==> src/rtl/cam_capture_ctrl_pkg.sv <==
// cam_pkg: shared pixel modes, capture FSM encoding and pixel assembly helpers
// for the OV7670 capture engine.
package cam_pkg;
    localparam logic MODE_RGB565 = 1'b0;
    localparam logic MODE_GRAY   = 1'b1;

    typedef enum logic [1:0] {
        IDLE   = 2'd0,
        ARMED  = 2'd1,
        ACTIVE = 2'd2
    } cap_state_e;

    function automatic logic [15:0] gray565(input logic [7:0] y);
        return {y[7:3], y[7:2], y[7:3]};
    endfunction

    function automatic logic [15:0] assemble(input logic mode, input logic [7:0] b0, input logic [7:0] b1);
        return (mode == MODE_GRAY) ? gray565(b0) : {b0, b1};
    endfunction
endpackage

==> src/rtl/cam_capture_ctrl_fifo.sv <==
// cam_pix_fifo: synchronous FIFO of {pixel, address} words; a read on a full FIFO
// frees the slot so a write in the same cycle still lands.
module cam_pix_fifo #(
    parameter int WIDTH = 35,
    parameter int DEPTH = 8
) (
    input  logic             clk,
    input  logic             rst_n,
    input  logic             wr_en,
    input  logic [WIDTH-1:0] wr_data,
    input  logic             rd_en,
    output logic [WIDTH-1:0] rd_data,
    output logic             full,
    output logic             empty
);
    localparam int PW = $clog2(DEPTH);

    logic [WIDTH-1:0] mem_q [DEPTH];
    logic [PW:0]      wr_ptr_q, rd_ptr_q;
    logic             do_wr, do_rd;

    assign empty   = wr_ptr_q == rd_ptr_q;
    assign full    = (wr_ptr_q[PW-1:0] == rd_ptr_q[PW-1:0]) && (wr_ptr_q[PW] != rd_ptr_q[PW]);
    assign do_rd   = rd_en && !empty;
    assign do_wr   = wr_en && (!full || do_rd);
    assign rd_data = empty ? '0 : mem_q[rd_ptr_q[PW-1:0]];

    always_ff @(posedge clk)
        if (do_wr) mem_q[wr_ptr_q[PW-1:0]] <= wr_data;

    always_ff @(posedge clk or negedge rst_n)
        if (!rst_n) begin
            wr_ptr_q <= '0;
            rd_ptr_q <= '0;
        end else begin
            if (do_wr) wr_ptr_q <= wr_ptr_q + 1'b1;
            if (do_rd) rd_ptr_q <= rd_ptr_q + 1'b1;
        end
endmodule

==> src/rtl/cam_capture_ctrl.sv <==
// cam_capture_ctrl: OV7670 capture engine -- brings camera signals into sys_clk, assembles
// RGB565 or gray pixels with optional decimation and queues them with addresses.
module cam_capture_ctrl
    import cam_pkg::*;
#(
    parameter int H_ACTIVE   = 640,
    parameter int V_ACTIVE   = 480,
    parameter int DECIM_LOG2 = 0,
    parameter int ADDR_WIDTH = 19,
    parameter int FIFO_DEPTH = 8
) (
    input  logic                  sys_clk,
    input  logic                  rst_n,
    input  logic                  cam_pclk,
    input  logic                  cam_vsync,
    input  logic                  cam_href,
    input  logic [7:0]            cam_data,
    input  logic                  capture_en,
    input  logic                  cfg_mode,
    output logic [15:0]           pix_data,
    output logic [ADDR_WIDTH-1:0] pix_addr,
    output logic                  pix_valid,
    input  logic                  pix_ready,
    output logic                  frame_done,
    output logic                  frame_err,
    output logic                  overflow,
    output logic [15:0]           frame_count
);
    localparam int            CW    = 16;
    localparam logic [CW-1:0] DMASK = CW'((1 << DECIM_LOG2) - 1);
    localparam int            FW    = 16 + ADDR_WIDTH;

    logic                  rst_meta_q, rst_sync_q;
    logic [2:0]            pclk_q, vsync_q, href_q;
    logic [7:0]            data_s1_q, data_s2_q;
    cap_state_e            state_q, state_d;
    logic                  mode_q, tog_q, line_err_q, ovf_q;
    logic [7:0]            b0_q;
    logic [CW-1:0]         x_q, y_q, y_eff;
    logic [ADDR_WIDTH-1:0] addr_q, wr_addr_q;
    logic                  wr_q;
    logic [15:0]           wr_data_q, count_q;
    logic                  done_q, err_q;
    logic                  pclk_rise, vs_rise, vs_fall, href_s, href_fall;
    logic                  in_frame, frame_start, frame_end, cap, pix_done, keep;
    logic                  fifo_full, fifo_empty, drop, lerr_eff, bad;
    logic [FW-1:0]         fifo_rd_data;

    // Reset asserts immediately but releases only after two clean sys_clk edges.
    always_ff @(posedge sys_clk or negedge rst_n)
        if (!rst_n) {rst_sync_q, rst_meta_q} <= 2'b00;
        else        {rst_sync_q, rst_meta_q} <= {rst_meta_q, 1'b1};

    always_ff @(posedge sys_clk or negedge rst_sync_q)
        if (!rst_sync_q) begin
            pclk_q    <= '0;
            vsync_q   <= '0;
            href_q    <= '0;
            data_s1_q <= '0;
            data_s2_q <= '0;
        end else begin
            pclk_q    <= {pclk_q[1:0], cam_pclk};
            vsync_q   <= {vsync_q[1:0], cam_vsync};
            href_q    <= {href_q[1:0], cam_href};
            data_s1_q <= cam_data;
            data_s2_q <= data_s1_q;
        end

    assign href_s      = href_q[1];
    assign pclk_rise   = pclk_q[1] & ~pclk_q[2];
    assign vs_rise     = vsync_q[1] & ~vsync_q[2];
    assign vs_fall     = ~vsync_q[1] & vsync_q[2];
    assign href_fall   = ~href_q[1] & href_q[2];
    assign in_frame    = state_q != IDLE;
    assign frame_start = (state_q == IDLE) & vs_fall & capture_en;
    assign frame_end   = in_frame & vs_rise;
    assign cap         = in_frame & pclk_rise & href_s & ~vs_rise;
    assign pix_done    = cap & tog_q;
    assign keep        = ((x_q & DMASK) == '0) && ((y_q & DMASK) == '0);
    assign drop        = wr_q & fifo_full & ~pix_ready;

    // A line ending in the same cycle as vsync still counts toward the frame check.
    assign y_eff    = y_q + CW'(href_fall);
    assign lerr_eff = line_err_q | (href_fall & (x_q != CW'(H_ACTIVE)));
    assign bad      = ovf_q | drop | (y_eff != CW'(V_ACTIVE)) | lerr_eff;

    always_ff @(posedge sys_clk or negedge rst_sync_q)
        if (!rst_sync_q) state_q <= IDLE;
        else             state_q <= state_d;

    always_comb begin
        state_d = state_q;
        unique case (state_q)
            IDLE:    if (frame_start) state_d = ARMED;
            ARMED:   state_d = vs_rise ? IDLE : (cap ? ACTIVE : ARMED);
            default: if (vs_rise) state_d = IDLE;
        endcase
    end

    always_ff @(posedge sys_clk or negedge rst_sync_q)
        if (!rst_sync_q) begin
            mode_q     <= MODE_RGB565;
            tog_q      <= 1'b0;
            b0_q       <= '0;
            x_q        <= '0;
            y_q        <= '0;
            line_err_q <= 1'b0;
            addr_q     <= '0;
        end else if (frame_start) begin
            mode_q     <= cfg_mode;
            tog_q      <= 1'b0;
            x_q        <= '0;
            y_q        <= '0;
            line_err_q <= 1'b0;
            addr_q     <= '0;
        end else if (!in_frame) begin
            tog_q <= 1'b0;
        end else begin
            if (!href_s || vs_rise) tog_q <= 1'b0;
            else if (cap)           tog_q <= ~tog_q;
            if (cap && !tog_q) b0_q <= data_s2_q;
            if (pix_done) begin
                x_q <= x_q + 1'b1;
                if (keep) addr_q <= addr_q + 1'b1;
            end
            if (href_fall) begin
                x_q <= '0;
                y_q <= y_q + 1'b1;
                if (x_q != CW'(H_ACTIVE)) line_err_q <= 1'b1;
            end
        end

    always_ff @(posedge sys_clk or negedge rst_sync_q)
        if (!rst_sync_q) begin
            wr_q      <= 1'b0;
            wr_data_q <= '0;
            wr_addr_q <= '0;
            ovf_q     <= 1'b0;
            done_q    <= 1'b0;
            err_q     <= 1'b0;
            count_q   <= '0;
        end else begin
            wr_q      <= pix_done & keep;
            wr_data_q <= assemble(mode_q, b0_q, data_s2_q);
            wr_addr_q <= addr_q;
            if (frame_start) ovf_q <= 1'b0;
            else if (drop)   ovf_q <= 1'b1;
            done_q    <= frame_end;
            err_q     <= frame_end & bad;
            count_q   <= count_q + 16'(frame_end);
        end

    cam_pix_fifo #(
        .WIDTH(FW),
        .DEPTH(FIFO_DEPTH)
    ) u_fifo (
        .clk    (sys_clk),
        .rst_n  (rst_sync_q),
        .wr_en  (wr_q),
        .wr_data({wr_data_q, wr_addr_q}),
        .rd_en  (pix_ready),
        .rd_data(fifo_rd_data),
        .full   (fifo_full),
        .empty  (fifo_empty)
    );

    assign {pix_data, pix_addr} = fifo_rd_data;
    assign pix_valid   = ~fifo_empty;
    assign frame_done  = done_q;
    assign frame_err   = err_q;
    assign overflow    = ovf_q;
    assign frame_count = count_q;
endmodule

==> config.mk <==
export PLATFORM = sky130hd
export DESIGN_NAME = cam_capture_ctrl
export DESIGN_NICKNAME = d
export VERILOG_FILES = /design/src/rtl/cam_capture_ctrl_pkg.sv /design/src/rtl/cam_capture_ctrl_fifo.sv /design/src/rtl/cam_capture_ctrl.sv
export SDC_FILE = /design/constraint.sdc
export NUM_CORES = 1
export LEC_CHECK = 0
export ABC_AREA = 1
export CORE_MARGIN = 2
export CORE_UTILIZATION = 38
export CTS_CLUSTER_DIAMETER = 150
export DETAILED_ROUTE_END_ITERATION = 16
export PLACE_DENSITY = 0.57
export RECOVER_POWER = 50
export SYNTH_ARGS = -nofsm -noshare
export SYNTH_HDL_FRONTEND = slang
export SYNTH_HIERARCHICAL = 1
export SYNTH_SLANG_ARGS = --single-unit
==> constraint.sdc <==
create_clock -name sys_clk -period 5.1 [get_ports sys_clk]
set_input_delay 1.02 -clock sys_clk [delete_from_list [all_inputs] [get_ports sys_clk]]
set_output_delay 1.02 -clock sys_clk [all_outputs]
set_load 0.03 [all_outputs]
Word-level counts from Yosys, hierarchy flattened --
Memory sizes are Yosys's and may differ from the RTL's. Cells that the tools add are included. Widths: inputs -> output; s select.
Storage, ports and cells: output and inout port bits 55, memories kept 1, bits in writable memories 280, bits of input ports 16, flip-flop bits (word level) 154, logic and storage cells 122
Cells by class: equal/unequal tests 8, bitwise gates (word level) 28, $add $sub $neg 7, multiplexer cells 29, reductions and logical operators 25
Memory list:
- u_fifo.mem_q | words 8, width 35, rd ports 1, clocked after memory_dff 0, wr ports 1, line cam_capture_ctrl_fifo.sv:18 | logic [WIDTH-1:0] mem_q [DEPTH];
Operators with widths (count):
- $mux 16 | 7
- $mux 19 | 3
- $mux 35 | 1
- $add 16x1->16 | 2
- $add 16x1->16 const B | 2
- $add 19x1->19 const B | 1
- $ne 16x10->1 const B | 1
- $ne 16x9->1 const B | 1
- $and 1x1->1 | 15
- $mux 1 | 12
- $reduce_bool 2->1 | 6
- $mux 11 | 1
- $not 1->1 | 9
- $add 4x1->4 const B | 2
- $mux 2 | 4
- $reduce_and 2->1 | 4
- $reduce_and 3->1 | 2
- $reduce_bool 3->1 | 2
- $eq 4x4->1 | 1
- $logic_and 1x1->1 | 4
- $logic_not 1->1 | 4
- $ne 4x1->1 const B | 1
- $or 1x1->1 | 4
- $pmux 2 s2 | 1
- other kinds (6) | 7

Logic depth before layout (Yosys ltp) --
depth in word-level cells 10, gate-level depth with buffers 17, mapped depth without buffers 16

Cells and area by module --
Netlist, hierarchy kept.
Modules (own cells, without submodules):
- cam_pix_fifo | sequential area each 8608.3 µm², cells an instance 909, area an instance 11516.0 µm², times used 1
- cam_capture_ctrl | sequential area each 3653.5 µm², cells an instance 688, area an instance 6253.5 µm², times used 1

Worst setup path before layout --
Ideal clock, no wire load.
path kind input to register, from input pix_ready, to memory u_fifo.mem_q[2][0] (enable), buffers on the path 0, arrival time 2813 ps, cell stages on the path 4, required time 4673 ps, path slack 1860 ps, library setup time 427 ps, path through inv_1 nand4_2 nand3_1 nor2_1
On the way: word-level cells in the longest chain between the ends 5
Ends and longest elaborated chain:
- start: declaration | line cam_capture_ctrl.sv:23 | input logic pix_ready,
- $logic_and 1x1->1 | line cam_capture_ctrl_fifo.sv:24 | assign do_rd = rd_en && !empty;
- $logic_or 1x1->1 | line cam_capture_ctrl_fifo.sv:25 | assign do_wr = wr_en && (!full || do_rd);
- $logic_and 1x1->1 | line cam_capture_ctrl_fifo.sv:25
- $mux 1 | line cam_capture_ctrl_fifo.sv:29 | if (do_wr) mem_q[wr_ptr_q[PW-1:0]] <= wr_data;
- $mux 1 (implied by the code) | line cam_capture_ctrl_fifo.sv:29
- end: declaration | line cam_capture_ctrl_fifo.sv:18
No other way between the ends.

Final worst setup path --
from register u_fifo.rd_ptr_q[0], to output pix_data[1]
On the way: word-level cells in the longest chain between the ends 2, elaborated cells between the ends (all ways) 3, those cells by class eq/ne: 1; mux: 1; memory: 1
Ends and longest elaborated chain:
- start: declaration | line cam_capture_ctrl_fifo.sv:19 | logic [PW:0] wr_ptr_q, rd_ptr_q;
- start signal: assignment | line cam_capture_ctrl_fifo.sv:37 | if (do_rd) rd_ptr_q <= rd_ptr_q + 1'b1;
- $mem_v2 8x35 or $eq 4x4->1 (tied branches)
- $mux 35 (*) | line cam_capture_ctrl_fifo.sv:26 | assign rd_data = empty ? '0 : mem_q[rd_ptr_q[PW-1:0]];
- end: declaration | line cam_capture_ctrl.sv:20 | output logic [15:0] pix_data,
Mark *: on every way between the ends. The rest lies on a longest branch, timed or not.

==> flow_metrics.tcl <==
set metrics [dict create \
    status "finished with violations" \
    violations "max-capacitance violations, max-slew violations" \
    start_util_pct 38.3 \
    synth_seq_cells 434 \
    worstPathCellList "inv_4, nand2_1, nand2_1, nor2_4, nand3_2, buf_12, o21ai_1, nor2_1, clkdlybuf4s50_1" \
    cp_max_fo 52 \
    cts_htree_levels 2 \
    wl_microns 39800 \
    power.density_nw_per_um2 543 \
    cts.sinks 434 \
    cp_data_required_time_ns 4.08 \
    ys_types 48 \
    grt_pass1_wl_microns 63400 \
    die_h_microns 220 \
    dieWidth_microns 220 \
    hold_class "reg2reg" \
    synth_top_area_share_pct 47.3 \
    grt_max_degree 89 \
    cts_resized 0 \
    path_buf_inv 3 \
    finClkSkew_ns 0.0243 \
    rsz0062_at_grt "no" \
    layout.nets 1690 \
    post_dp_cell_area_sq_um 19200 \
    worstSetupPathType "reg2out" \
    cts_setup_buffers 0 \
    boundaryPins 71 \
    min_from "vsync_q[0]" \
    end_kind "output pin" \
    worstMarginPinSlew_ns 2.96 \
    cts_hold_buf 0 \
    maxCapViolCount 1 \
    drtPass1Iterations 5 \
    fmax_ghz 0.223 \
    hold_violations 0 \
    p_total_uw 11200 \
    relSlewSlack_pct -97.6 \
    fp.dieArea_sq_um 48500 \
    finalInstanceArea_sq_um 20700 \
    setup_viol 0 \
    synth_fp_nets 1623 \
    critPathArrivalTime_ns 3.47 \
    antenna_found_initial 1 \
    min_period_ns 4.49 \
    slowest_stage "clkdlybuf4s50_1" \
    cts_buffers 45 \
    power_leakage_uw 0.00783 \
    hold-path-cell-count 0 \
    netlist_instances 1597 \
    vias 11600 \
    cts_tree "done" \
    fin_util_pct 44.7 \
    insertion_delay_ns 0.57 \
    rr_worst_depth 0 \
    syn-cell-area_sq_um 17800 \
    fillCellCount 4254 \
    drc 0 \
    r2r-start "rst_sync_q" \
    portBuffers 70 \
    startpoint_type "flip-flop" \
    via_per_inst 5.04 \
    cts-root-buf "clkbuf_16" \
    yosys.area.top_type "edfxtp_1" \
    grt_pass1_vias 11400 \
    max_stage_delay_ns 0.73 \
    wire_per_inst_microns 17.2 \
    track_usage_pct 16.9 \
    yosysSeqAreaShare_pct 69.0 \
    synth.top_cells.by_area "edfxtp_1, dfrtp_1, nor2_1" \
    critical_path.top_delay_family "buffers and inverters" \
    tns_ns 0 \
    whs_endpoint "vsync_q[1]" \
    drtAntennaViolNets 0 \
    hpwlAfterDp_microns 23300 \
    cpMostUsedCell "nand2_1" \
    rows 79 \
    place_congestion 0.792 \
    drv_slew 72 \
    period_share_pct 87.9 \
    syn_to_final_growth_pct 16.5 \
    drtIter0Drc 809 \
    synth.avg_cell_area_sq_um 11.1 \
    core_sq_um 46400 \
    r2r-end "x_q[15]" \
    drive_gt1_share_pct 7.65 \
    yosysWarningCount 6 \
    clk_pin_slew_ns 0.06 \
    grt_overflow_total 0 \
    cts_buffer_depth 3 \
    ir_worst_vdd_v 0.000352 \
    rrSetupSlack_ns 2.15 \
]
through the flow:
step / cells / hold slack [ns] / setup slack (ns)
floorplan: 1597 / 0.331 / 0.491
global placement: 2224 / 0.333 / 1.21
detailed placement: 2224 / 0.336 / 1.18
CTS: 2307 / 0.348 / 0.573
global route: 2308 / 0.355 / 0.406
finish: 2308 / 0.346 / 0.615
cell usage after synthesis, drive strengths merged:
| master | n |
|---|---|
| o21bai | 1 |
| buf | 39 |
| clkinv | 1 |
| nand3 | 63 |
| o21ai | 261 |
| a22o | 1 |
| a21o | 1 |
| nor2 | 336 |
| or2 | 1 |
| clkbuf | 30 |
| a211oi | 1 |
| inv | 94 |
| o211ai | 1 |
| dfrtp | 154 |
| o21a | 2 |
| a21oi | 34 |
| nor3b | 4 |
| and3 | 2 |
| nand3b | 3 |
| a221oi | 1 |
| nor3 | 21 |
| edfxtp | 280 |
| nand2 | 173 |
| nor4 | 2 |
| conb | 1 |
| xor2 | 8 |
| a31oi | 2 |
| nand4 | 21 |
| ha | 10 |
| o22ai | 35 |
| xnor2 | 14 |
flip-flops by register name (all words and copies together), names as in the netlist, 4 cells and up:
| name | flops |
|---|---|
| u_fifo/mem_q | 280 |
| addr_q | 19 |
| wr_addr_q | 19 |
| frame_count | 16 |
| wr_data_q | 16 |
| x_q | 16 |
| y_q | 16 |
| b0_q | 8 |
| data_s1_q | 8 |
| data_s2_q | 8 |
| u_fifo/rd_ptr_q | 4 |
| u_fifo/wr_ptr_q | 4 |
power breakdown:
part,internal (uW),switching [uW]
sequential,4110,354
combinational,1160,2230
clock,2050,1340
how the worst max path moves through the flow:
stage / start / end / slack, ns / depth (start not counted)
after floorplan: rst_sync_q / addr_q[0] / 0.49 / 0
after CTS: u_fifo/rd_ptr_q[0] / pix_data[1] / 0.57 / 9
final: u_fifo/rd_ptr_q[0] / pix_data[1] / 0.61 / 9
after global routing: u_fifo/rd_ptr_q[0] / pix_data[1] / 0.41 / 9
after detailed placement: u_fifo/rd_ptr_q[0] / pix_data[1] / 1.18 / 9
after global placement: u_fifo/rd_ptr_q[0] / pix_data[1] / 1.21 / 9
cell type report:
cell class                 instances  area (sq um)  area share, %
inverter                          95           359           1.73
timing repair buffer              89           943           4.56
sequential                       434         12300           59.2
clock inverter                    16           166          0.804
antenna                            1          2.50         0.0121
tap                              607           759           3.67
clock buffer                      67          1400           6.74
multi-input combinational        999          4810           23.2
layout by cell type, fill, tap and decap left out, types with 3 or more instances in the layout:
cell             synthesis  layout
a21oi_1                 34      34
buf_12                   0       8
buf_4                   10      11
bufinv_16                0       3
clkbuf_1                29       9
clkbuf_16                0      50
clkbuf_8                 0       8
clkdlybuf4s50_1          0      58
clkinv_1                 1       3
clkinv_2                 0       7
dfrtp_1                154     151
dlygate4sd3_1            0      12
edfxtp_1               280     280
ha_1                    10      10
inv_1                   88      89
inv_2                    5       4
nand2_1                162     162
nand2_2                  7       7
nand2_4                  4       4
nand3_1                 61      61
nand3b_1                 3       3
nand4_1                 19      19
nor2_1                 332     326
nor2_4                   3       9
nor3_1                  21      21
o21ai_0                198     198
o21ai_1                 61      61
o22ai_1                 35      35
xnor2_1                 13      13
xor2_1                   8       8
per-layer routing:
metal,wire (microns),global-route usage (%)
met4,789,4.90
met2,18800,28.1
met1,17800,22.6
met5,0,0
met3,2390,3.37
cell families (layout without fill, tap and decap cells):
group	after synthesis	in the layout	synth area share, %
and+or+nand+nor	626	626	15.0
DFF	434	434	69.0
AOI/OAI and AO/OA	340	340	10.0
buffers and inverters	164	267	4.17
xor gates and xnor gates	22	22	1.13
adders and majority gates	10	10	0.704
other	1	2	0.0211
Note: power is estimated with default switching activity, not from simulation.
